===== src/rtl/upc_seq.sv =====
// Move sequencer for the WIDTH-bit up/down counter: round-robin arbitration of two requesters,
// one count per falling clock edge toward a target. Define UPC_SEQ_SHORTEST_EN for wrap-around shortest-path moves.
module upc_seq #(
    parameter int WIDTH = 3
) (
    input  logic             clk,
    input  logic             preclr,
    input  logic             req0,
    input  logic [WIDTH-1:0] tgt0,
    input  logic             req1,
    input  logic [WIDTH-1:0] tgt1,
    output logic             gnt0,
    output logic             gnt1,
    output logic             done0,
    output logic             done1,
    output logic             busy,
    output logic             up_down,
    output logic             step,
    output logic [WIDTH-1:0] q
);

    localparam logic [1:0] ST_IDLE = 2'd0;
    localparam logic [1:0] ST_MOVE = 2'd1;
    localparam logic [1:0] ST_DONE = 2'd2;

    logic [1:0]       state_reg;
    logic [WIDTH-1:0] q_reg;
    logic [WIDTH-1:0] tgt_reg;
    logic             owner_reg;
    logic             last_reg;

    logic             winner;
    logic             any_req;
    logic             at_tgt;
    logic             dir_down;
    logic [WIDTH-1:0] q_next;
    logic [1:0]       gnt_vec;
    logic [1:0]       done_vec;

    // On a tie the requester that did not win last time goes next.
    assign any_req = req0 | req1;
    assign winner  = (req0 && req1) ? ~last_reg : req1;
    assign at_tgt  = (q_reg == tgt_reg);

`ifdef UPC_SEQ_SHORTEST_EN
    logic [WIDTH-1:0] dup;
    logic [WIDTH-1:0] half;
    assign dup      = tgt_reg - q_reg;
    assign half     = {1'b1, {(WIDTH-1){1'b0}}};
    assign dir_down = (dup > half);
`else
    assign dir_down = !(tgt_reg > q_reg);
`endif

    assign q_next = dir_down ? (q_reg - WIDTH'(1)) : (q_reg + WIDTH'(1));

    always_ff @(negedge clk or posedge preclr) begin
        if (preclr) begin
            state_reg <= ST_IDLE;
            q_reg     <= '0;
            tgt_reg   <= '0;
            owner_reg <= 1'b0;
            last_reg  <= 1'b1;
        end else begin
            case (state_reg)
                ST_IDLE: begin
                    if (any_req) begin
                        owner_reg <= winner;
                        last_reg  <= winner;
                        tgt_reg   <= winner ? tgt1 : tgt0;
                        state_reg <= ST_MOVE;
                    end
                end
                ST_MOVE: begin
                    if (at_tgt) begin
                        state_reg <= ST_DONE;
                    end else begin
                        q_reg <= q_next;
                    end
                end
                ST_DONE: state_reg <= ST_IDLE;
                default: state_reg <= ST_IDLE;
            endcase
        end
    end

    // Per-requester decode of ownership and completion.
    generate
        for (genvar gi = 0; gi < 2; gi++) begin : g_owner
            assign gnt_vec[gi]  = (state_reg != ST_IDLE) && (owner_reg == 1'(gi));
            assign done_vec[gi] = (state_reg == ST_DONE) && (owner_reg == 1'(gi));
        end
    endgenerate

    assign gnt0    = gnt_vec[0];
    assign gnt1    = gnt_vec[1];
    assign done0   = done_vec[0];
    assign done1   = done_vec[1];
    assign busy    = (state_reg != ST_IDLE);
    assign step    = (state_reg == ST_MOVE) && !at_tgt;
    assign up_down = step && dir_down;
    assign q       = q_reg;

endmodule


===== config.mk =====
export PLATFORM = sky130hd
export DESIGN_NAME = upc_seq
export DESIGN_NICKNAME = d
export VERILOG_FILES = /design/src/rtl/upc_seq.sv
export SDC_FILE = /design/constraint.sdc
export NUM_CORES = 1
export LEC_CHECK = 0
export BUFFER_PORTS_ARGS = -buffer_cell sky130_fd_sc_hd__buf_2
export CAP_MARGIN = 5
export CORE_MARGIN = 2
export CORE_UTILIZATION = 41
export CTS_CLUSTER_SIZE = 28
export DETAILED_ROUTE_END_ITERATION = 6
export GPL_ROUTABILITY_DRIVEN = 1
export PLACE_DENSITY = 0.71
export SLEW_MARGIN = 30
export SYNTH_ARGS = -nofsm -noshare
export SYNTH_HDL_FRONTEND = slang
export SYNTH_SLANG_ARGS = --single-unit
export TNS_END_PERCENT = 20

===== constraint.sdc =====
create_clock -name clk -period 2.3 [get_ports clk]
set_input_delay 0.46 -clock clk [delete_from_list [all_inputs] [get_ports clk]]
set_output_delay 0.46 -clock clk [all_outputs]
set_load 0.005 [all_outputs]

==> key figures <==
CTS
  • Post-cts hold buffer count: 0
  • Root Buffer: clkbuf_4
  • Longest Clk Path Bufs: 2
  • H-tree levels: 1
  • Num CTS Buffers: 3
  • Worst-Skew Late Latency: 0.32 ns
  • CTS tree: yes
  • Clock Sinks: 10
  • CTS clock-pin slew for the worst setup and hold paths: 0.05 ns

Synthesis
  • Syn Inst Count: 57
  • Post-synth top area cell: dfrtn_1
  • Yosys top cell area share: 40.2%
  • Mean post-synth cell area: 9.83 um^2
  • Library cells used by synthesis: 24
  • EDFF count, synth: 0
  • Yosys warns: 0
  • Synth Register Bits: 10
  • Commonest cells in the netlist: 9 x dfrtn_1, 7 x inv_1, 6 x nand2_1, 5 x o21ai_0
  • Mapped Area: 561 um^2
  • Async SR Flop Fraction: 100%
  • Net Count, Synth: 71
  • Top area cells in the synthesized netlist: dfrtn_1 40%, ha_1 6.7%, mux2i_1 5.4%
  • Count leader, synth: dfrtn_1
  • Seq/Total Area, Yosys: 44.9%
  • Main synth FF type: dfrtn_1

Placed design
  • Pre-CTS WS: -0.693 ns
  • Final GP Congestion: 0.697
  • PortBufs: 19
  • Detail Placement HPWL: 989 um
  • Placed cells: 107

Layout
  • Final net count: 113
  • Synthesis-to-layout area growth: 62.7%
  • Layout cells sized above 1: 57.1%
  • Finished Layout Cells: 113
  • Diode count: 0

Hold path
  • HP Class: flop to flop

Floorplan
  • Die height: 41.0 um
  • Die X: 41.0 um
  • Initial Util: 43.6%
  • Boundary Pins: 20
  • Die area: 1680 um^2
  • Area of the core: 1280 um^2
  • Row cnt: 13

GRT
  • Number of global-route vias before repair: 510
  • Largest net degree at the start of global routing: 7
  • Met2 Usage GRT: 28.9%
  • Global route overflow: 0
  • Initial antenna violation count: 0
  • Global-route met1 utilization: 21.4%
  • GRT Util Overall: 18.9%
  • Met3 usage: 8.70%
  • GR peak layer: met2
  • First-pass GRT wire length: 1.96 mm

Outcome
  • Status: finished, violations left
  • Failing checks: setup timing

Critical path
  • Worst R2R End: q[2]$_DFFE_NP0N_
  • Worst setup endpoint: up_down
  • FF-to-FF path depth: 9
  • CP endpoint kind: output port
  • Arrival time at the worst endpoint: 2.73 ns
  • Max Fanout on Critical Path: 3
  • Critical R2R Launch: q[1]$_DFFE_NP0N_
  • Worst setup path start: tgt_reg[2]$_DFFE_NP0P_
  • Crit start category: flop
  • Path type of the worst setup path: flop to output port
  • Required time worst endpoint: 1.84 ns
  • Reg2reg setup slack: 0.06 ns

STA
  • Final Skew: 0.0492 ns
  • # setup viols final: 10
  • Endpoints failing hold: 0
  • Worst slew margin: 76.0%
  • Setup ws final: -0.894 ns
  • Worst-Margin Slew: 0.357 ns
  • RSZ-0062 raised after global routing: yes
  • Slew Limit Fails: 0

Detailed routing
  • DR pass1 iterations: 4
  • Vias per cell: 4.74
  • Final ANT Viol Nets: 0
  • # DRC: 0
  • DR vias: 536
  • DR iter-0 viols: 7
  • Drt total wl: 1.28 mm
  • Wire per inst: 11.3 um

Power
  • Leakage: 0.472 nW
  • VDD IR-drop max: 0.000935 V
  • Total Power: 1.55 mW
  • Power density over cell area: 1700 nW/um^2

Run
  • Maximum Capacitance Violations: 0
==> layout make-up <==
type	count	area [um^2]
Tap cell	15	18.8
Fill cell	93	373
Sequential cell	10	251
Inverter	6	22.5
Timing Repair Buffer	37	248
Clock inverter	1	3.75
Clock buffer	4	26.3
Multi-Input combinational cell	40	342
==> cells by family (layout without fill, tap and decap cells) <==
| family | count (synthesis) | in the layout | synth area share (%) |
|---|---|---|---|
| AO/OA/AOI/OAI | 12 | 12 | 13.4 |
| XOR/XNOR | 2 | 2 | 3.13 |
| adder cells (fa/ha/maj) | 4 | 4 | 10.3 |
| buffers and inverters | 7 | 48 | 4.69 |
| flip-flops | 10 | 10 | 44.9 |
| multiplexers | 3 | 3 | 5.36 |
| AND/OR/NAND/NOR | 19 | 19 | 18.3 |
==> stage by stage <==
step                      TNS (ns)  area, um^2  utilization [%]  hold slack (ns)
after detailed placement     -2.99         812             63.2            0.441
after CTS                    -4.26         902             70.2            0.440
after global routing         -4.89         912             71.0            0.478
after global placement       -2.75         812             63.2            0.426
after floorplan              -1.36         578                -            0.410
final                        -4.24         912             71.0            0.435
==> critical path, cell delays in order, from the launching register on <==
cell and delay [ns]:
dfrtn_1 0.45, ha_4 0.22, a21o_2 0.20, or2_4 0.26, nor2_4 0.07, buf_2 0.10
==> worst min path at each step <==
stage | from | endpoint | slack, ns | depth (start not counted)
5_1_grt | tgt_reg[0]$_DFFE_NP0P_ | tgt_reg[0]$_DFFE_NP0P_ | 0.48 | 2
3_5_place_dp | tgt_reg[0]$_DFFE_NP0P_ | tgt_reg[0]$_DFFE_NP0P_ | 0.44 | 2
4_1_cts | tgt_reg[0]$_DFFE_NP0P_ | tgt_reg[0]$_DFFE_NP0P_ | 0.44 | 2
3_3_place_gp | tgt_reg[0]$_DFFE_NP0P_ | tgt_reg[0]$_DFFE_NP0P_ | 0.43 | 2
2_1_floorplan | tgt_reg[0]$_DFFE_NP0P_ | tgt_reg[0]$_DFFE_NP0P_ | 0.41 | 2
6_report | tgt_reg[0]$_DFFE_NP0P_ | tgt_reg[0]$_DFFE_NP0P_ | 0.43 | 2
==> where the power goes <==
| group | leakage [nW] | switching [mW] | total [mW] | internal (mW) |
|---|---|---|---|---|
| Sequential | 0.120 | 0.0726 | 0.352 | 0.279 |
| Combinational | 0.332 | 0.461 | 1.06 | 0.596 |
| Clock | 0.0203 | 0.0684 | 0.138 | 0.0695 |
| Total | 0.472 | 0.602 | 1.55 | 0.945 |
==> placed cells by master, fill, tap and decap left out, types with 2 or more instances in the layout <==
cell      Yosys  final
inv_2         0      2
nand2_1       6      5
nand3_1       2      2
buf_2         0     18
inv_1         7      5
o21ai_0       5      5
buf_6         0      4
clkbuf_4      0      3
mux2i_1       3      3
ha_4          0      2
and3b_1       2      2
xnor2_1       2      2
nor2b_1       2      2
buf_4         0     15
nor2_4        0      2
dfrtn_1       9      9
==> metal layers <==
layer | vias up | part of all wire [%]
met5 | - | 0
met4 | 0 | 0
met3 | 0 | 3.9
met2 | 15 | 52
met1 | 247 | 44
li1 | 274 | -
==> what timing repair did <==
action,CTS,global route
cloned,0,0
hold endpoints to repair,0,0
endpoints found under the setup margin,13,11
pin swaps,3,1
setup buffers,2,0
resized for setup,12,3
Note: power is estimated with default switching activity, not from simulation.
